<file path="src/rtl/uart_pkg.sv">
// Shared UART definitions: receiver state encoding and the default bit-period
// derivation used by both the receiver and the transmitter.
package uart_pkg;

    typedef enum logic [2:0] {
        ST_IDLE,
        ST_START,
        ST_DATA,
        ST_PARITY,
        ST_STOP
    } uart_rx_state_t;

    // Bit time minus one in clk cycles, truncated to the 16-bit counter width.
    function automatic logic [15:0] default_bit_period(input int unsigned clk_freq,
                                                       input int unsigned baud_rate);
        return 16'((clk_freq / baud_rate) - 1);
    endfunction

endpackage

</file>
<file path="src/rtl/uart_sync_2ff.sv">
// Two-flop synchronizer for the asynchronous serial line; resets to the idle-high level.
module uart_sync_2ff (
    input  logic clk,
    input  logic rst,
    input  logic d,
    output logic q
);

    logic sync_p0;
    logic sync_p1;

    always_ff @(posedge clk) begin
        if (rst) begin
            sync_p0 <= 1'b1;
            sync_p1 <= 1'b1;
        end else begin
            sync_p0 <= d;
            sync_p1 <= sync_p0;
        end
    end

    assign q = sync_p1;

endmodule

</file>
<file path="src/rtl/uart_rx.sv">
// UART receiver: 8 data bits LSB-first, one parity bit, one stop bit, mid-bit sampling
// with a runtime-programmable bit period and sticky error reporting.
module uart_rx
    import uart_pkg::*;
#(
    parameter int unsigned BAUD_RATE = 115200,
    parameter int unsigned CLK_FREQ  = 50000000
) (
    input  logic        clk,
    input  logic        rst,
    input  logic        wr_bit_period_i,
    input  logic [15:0] bit_period_i,
    input  logic        parity_type_i,
    input  logic        uart_rxd,
    input  logic        rx_read_i,
    input  logic        clear_err_i,
    output logic [7:0]  uart_rx_data,
    output logic        uart_rx_valid,
    output logic        uart_rx_busy,
    output logic        parity_err_o,
    output logic        frame_err_o,
    output logic        overrun_o
);

    localparam logic [15:0] P_DEFAULT = default_bit_period(CLK_FREQ, BAUD_RATE);

    uart_rx_state_t state_q, state_d;
    logic        rxd_s;
    logic        armed_q, armed_d;
    logic [15:0] cnt_q, cnt_d;
    logic [2:0]  bit_idx_q, bit_idx_d;
    logic [7:0]  shreg_q, shreg_d;
    logic [15:0] bit_period_q;
    logic        commit;
    logic        set_perr;
    logic        set_ferr;

    function automatic logic exp_parity(input logic [7:0] d, input logic odd_sel);
        return odd_sel ? ^d : ~^d;
    endfunction

    uart_sync_2ff u_sync (
        .clk (clk),
        .rst (rst),
        .d   (uart_rxd),
        .q   (rxd_s)
    );

    always_ff @(posedge clk) begin
        if (rst) begin
            state_q       <= ST_IDLE;
            armed_q       <= 1'b0;
            cnt_q         <= 16'd0;
            bit_idx_q     <= 3'd0;
            bit_period_q  <= P_DEFAULT;
            uart_rx_data  <= 8'h00;
            uart_rx_valid <= 1'b0;
            parity_err_o  <= 1'b0;
            frame_err_o   <= 1'b0;
            overrun_o     <= 1'b0;
        end else begin
            state_q       <= state_d;
            armed_q       <= armed_d;
            cnt_q         <= cnt_d;
            bit_idx_q     <= bit_idx_d;
            if (wr_bit_period_i)
                bit_period_q <= bit_period_i;
            if (commit)
                uart_rx_data <= shreg_q;
            // A commit coinciding with a read keeps the new byte and is not an overrun.
            uart_rx_valid <= commit | (uart_rx_valid & ~rx_read_i);
            parity_err_o  <= set_perr | (parity_err_o & ~clear_err_i);
            frame_err_o   <= set_ferr | (frame_err_o & ~clear_err_i);
            overrun_o     <= (commit & uart_rx_valid & ~rx_read_i) | (overrun_o & ~clear_err_i);
        end
    end

    // Shift register is fully rewritten before every use, so it carries no reset.
    always_ff @(posedge clk) begin
        shreg_q <= shreg_d;
    end

    always_comb begin
        state_d   = state_q;
        armed_d   = armed_q;
        cnt_d     = cnt_q;
        bit_idx_d = bit_idx_q;
        shreg_d   = shreg_q;
        commit    = 1'b0;
        set_perr  = 1'b0;
        set_ferr  = 1'b0;
        case (state_q)
            ST_IDLE: begin
                if (!armed_q) begin
                    if (rxd_s)
                        armed_d = 1'b1;
                end else if (!rxd_s) begin
                    cnt_d   = bit_period_q >> 1;
                    state_d = ST_START;
                end
            end
            ST_START: begin
                if (cnt_q != 16'd0) begin
                    cnt_d = cnt_q - 16'd1;
                end else if (!rxd_s) begin
                    cnt_d     = bit_period_q;
                    bit_idx_d = 3'd0;
                    state_d   = ST_DATA;
                end else begin
                    state_d = ST_IDLE;
                    armed_d = 1'b0;
                end
            end
            ST_DATA: begin
                if (cnt_q != 16'd0) begin
                    cnt_d = cnt_q - 16'd1;
                end else begin
                    shreg_d   = {rxd_s, shreg_q[7:1]};
                    cnt_d     = bit_period_q;
                    bit_idx_d = bit_idx_q + 3'd1;
                    if (bit_idx_q == 3'd7)
                        state_d = ST_PARITY;
                end
            end
            ST_PARITY: begin
                if (cnt_q != 16'd0) begin
                    cnt_d = cnt_q - 16'd1;
                end else begin
                    set_perr = (rxd_s != exp_parity(shreg_q, parity_type_i));
                    cnt_d    = bit_period_q;
                    state_d  = ST_STOP;
                end
            end
            ST_STOP: begin
                if (cnt_q != 16'd0) begin
                    cnt_d = cnt_q - 16'd1;
                end else begin
                    set_ferr = ~rxd_s;
                    commit   = 1'b1;
                    state_d  = ST_IDLE;
                    armed_d  = 1'b0;
                end
            end
            default: begin
                state_d = ST_IDLE;
                armed_d = 1'b0;
            end
        endcase
    end

    assign uart_rx_busy = (state_q != ST_IDLE);

endmodule

</file>
<file path="config.mk">
export PLATFORM = sky130hd
export DESIGN_NAME = uart_rx
export DESIGN_NICKNAME = d
export VERILOG_FILES = /design/src/rtl/uart_pkg.sv /design/src/rtl/uart_sync_2ff.sv /design/src/rtl/uart_rx.sv
export SDC_FILE = /design/constraint.sdc
export NUM_CORES = 1
export LEC_CHECK = 0
export ABC_AREA = 1
export BUFFER_PORTS_ARGS = -buffer_cell sky130_fd_sc_hd__buf_4
export CORE_ASPECT_RATIO = 1.4
export CORE_UTILIZATION = 58
export CTS_CLUSTER_SIZE = 20
export DETAILED_ROUTE_END_ITERATION = 10
export PLACE_DENSITY = 0.79
export SYNTH_ARGS = -nofsm -noshare
export SYNTH_HDL_FRONTEND = slang
export SYNTH_SLANG_ARGS = --single-unit
</file>
<file path="constraint.sdc">
create_clock -name clk -period 2.28 [get_ports clk]
set_input_delay 0.114 -clock clk [delete_from_list [all_inputs] [get_ports clk]]
set_output_delay 0.114 -clock clk [all_outputs]
set_load 0.01 [all_outputs]
</file>
==> flow_summary.ini <==
[worst_hold_path]
hold_path_class = primary input to flop

[cts]
numCtsBuffers = 9
cts_buffer_depth = 2
cts_tree = done
clk_latency_ps = 360
htree_levels = 3
clkSlewWorstSetupHoldPaths_ps = 70
cts.sinks = 61
root_buffer = clkbuf_8

[grt]
grt_max_degree = 23
overflow = 0
antenna_found_initial = 0
grt_usage_pct = 29.8
grt_pass1_wl_um = 13400
first_global_vias = 3067

[timing]
rsz0062_at_grt = no
clock_skew_ps = 13.6
fin_crit_sh_pct = 78.7
setup_viol = 0
max-slew-margin-rel_pct = 57.0
timing.hold.ws_ps = -4.28
fin_setup_tns_ps = 0
period_minus_slack_ps = 1790
fmax_mhz = 558
hold_violations = 2
worst_pin_slew_ps = 644
final_max_slew_viol_count = 0

[finish]
n_fill_cell = 432
syn_to_final_growth_pct = 20.7
fin_cells = 590
nNetsFinal = 546
drive_above_1_share_pct = 16.4
antennaDiodeCount = 0
finalInstanceArea_mm2 = 0.00392

[power_and_ir_drop]
combPwrFrac_pct = 52.5
finalPower_mw = 5.65
switching_share_pct = 47.6
p_leak_nw = 1.84
seq_power_share_pct = 26.7
peakVddDrop_mv = 1.01
p_int_mw = 2.96
power_per_cell_area_mw_per_mm2 = 1440
clkPwrFrac_pct = 20.9
p_sw_mw = 2.69

[run_status]
failed_checks = negative hold slack
status = finished with violations

[floorplanning]
row_count = 31
die_width_um = 65.2
start_util_pct = 61.5
dieHeight_um = 90.5
ios = 36
coreArea_mm2 = 0.00528
dieArea_mm2 = 0.00590

[critical_path]
worstSetupPathType = flop to flop
cp_data_arrival_time_ps = 2050
critPathRequiredTime_ps = 2530
cpPeakStageDelay_ps = 360
worstSetupStartpointType = flop
path_max_fanout = 17
crit_top_cell = nand3_1
worstPathCellList = inv_1 > ha_1 > nand3_1 > nor2_4 > nand2_4 > nand3_1 > and2_2 > a21oi_1 > nor2_1
cp_slowest_cell = dfxtp_1
crit_path_end_kind = flop

[run]
cap_violations = 0

[detailed_routing]
dr.pass1.iters = 5
route.detailed.drc = 0
wl_um = 8380
via_per_inst = 5.57
num_vias = 3286
wl_per_cell_um = 14.2
drtIter0Drc = 239
ant_nets = 0

[logic_synthesis]
yosys_warnings = 0
ys_seq_area_share_pct = 40.1
syn_inst = 468
synth_fp_nets = 495
netlist_area_mm2 = 0.00324
ys_types = 38
synth_ff_type = dfxtp_1
synth-edff-count = 8
yosys_register_bits = 61
async_flop_share_pct = 0
syn_area_per_cell_um2 = 6.93

[place]
port_buffers = 35
dpl.cell_count = 561
dp_hpwl_um = 5660
placed_area_mm2 = 0.00355
gp_congestion = 1.02
[placed cells by master (no fill, tap or decap), drive strengths merged]
master	synthesis	layout
nor3	3	3
o2111ai	1	1
o21ai	45	45
dlygate4sd3	0	13
and2	1	1
ha	4	4
nand2	113	113
a21o	1	1
xor2	7	7
edfxtp	8	8
bufinv	0	3
o21a	1	1
o22ai	1	1
clkinv	2	4
nand3b	1	1
inv	46	46
nand3	43	43
or2	4	4
dfxtp	53	53
a21oi	41	41
buf	5	38
nor2	81	81
clkbuf	6	9
clkinvlp	0	2
nand4	1	1
[power groups by stage]
stage | clock [mW] | combinational, mW | sequential (mW)
after floorplan | 0 | 2.31 | 1.47
after global placement | 0 | 2.78 | 1.52
after detailed placement | 0 | 2.83 | 1.52
after CTS | 1.17 | 2.88 | 1.50
after global routing | 1.22 | 3.27 | 1.54
final | 1.18 | 2.96 | 1.51
[area by class of cell]
class	count	area, µm²	area share (%)
timing repair buffer	51	415	10.6
sequential	61	1300	33.2
clock buffer	9	124	3.16
inverter	48	189	4.83
tap	66	82.6	2.11
clock inverter	7	114	2.91
multi-input combinational	348	1690	43.1
[registers in the layout (all words and copies together) (netlist names)]
register / flops
bit_period_q: 16
cnt_q: 16
shreg_q: 8
uart_rx_data: 8
bit_idx_q: 3
state_q: 3
armed_q: 1
frame_err_o: 1
overrun_o: 1
parity_err_o: 1
u_sync.q: 1
u_sync.sync_p0: 1
uart_rx_valid: 1
[cell families after synthesis]
logic type	count (synthesis)	synth area share (%)
xor+xnor	7	1.89
simple gates	247	34.1
compound gates	90	14.5
fa+ha+maj	4	1.54
buf+inv	59	7.83
flops	61	40.1
[through the flow]
| stage | hold WS (ps) | util (%) | setup slack, ps |
|---|---|---|---|
| 2_1_floorplan | 218 | - | 498 |
| 3_3_place_gp | 302 | 67.2 | 608 |
| 3_5_place_dp | 307 | 67.2 | 549 |
| 4_1_cts | 4.04 | 74.2 | 525 |
| 5_1_grt | 10.9 | 74.2 | 367 |
| 6_report | -4.28 | 74.2 | 487 |
[layer usage]
layer	part of all wire, %	up-vias	track usage (%)
li1	-	1620	-
met1	40	1515	31.0
met2	51	114	52.7
met3	4.4	37	6.31
met4	4.4	0	17.9
met5	0	-	0
[Yosys cell counts, drive strengths merged, types with 2 or more instances]
master / number / area, µm²
a21oi: 41 / 209
buf: 5 / 42.5
clkbuf: 6 / 22.5
clkinv: 2 / 13.8
dfxtp: 53 / 1060
edfxtp: 8 / 240
ha: 4 / 50.1
inv: 46 / 175
nand2: 113 / 457
nand3: 43 / 233
nor2: 81 / 350
nor3: 3 / 20.0
o21ai: 45 / 233
or2: 4 / 25.0
xor2: 7 / 61.3
[what timing repair did]
item | in CTS | in global routing
setup buffers | 0 | 0
gates resized for setup | 0 | 0
hold buffers | 13 | 0
endpoints found under the hold margin | 13 | 0
[path summary, 6_finish.rpt]
check        cells after the start          endpoint             start  slack (ps)
max                              9        state_q[0]          cnt_q[0]         490
max reg2reg                      9        state_q[0]          cnt_q[0]         490
min reg2reg                      1          u_sync.q    u_sync.sync_p0         420
min                              3  bit_period_q[14]  bit_period_i[14]          -4
[worst max-delay path: cells and delay by family, from the launching register on]
kind,cells,cell delay [ps]
flops,1,360
compound gates,1,130
fa+ha+maj,1,210
simple gates,6,880
buf+inv,1,100
(Power assumes the default switching activity.)
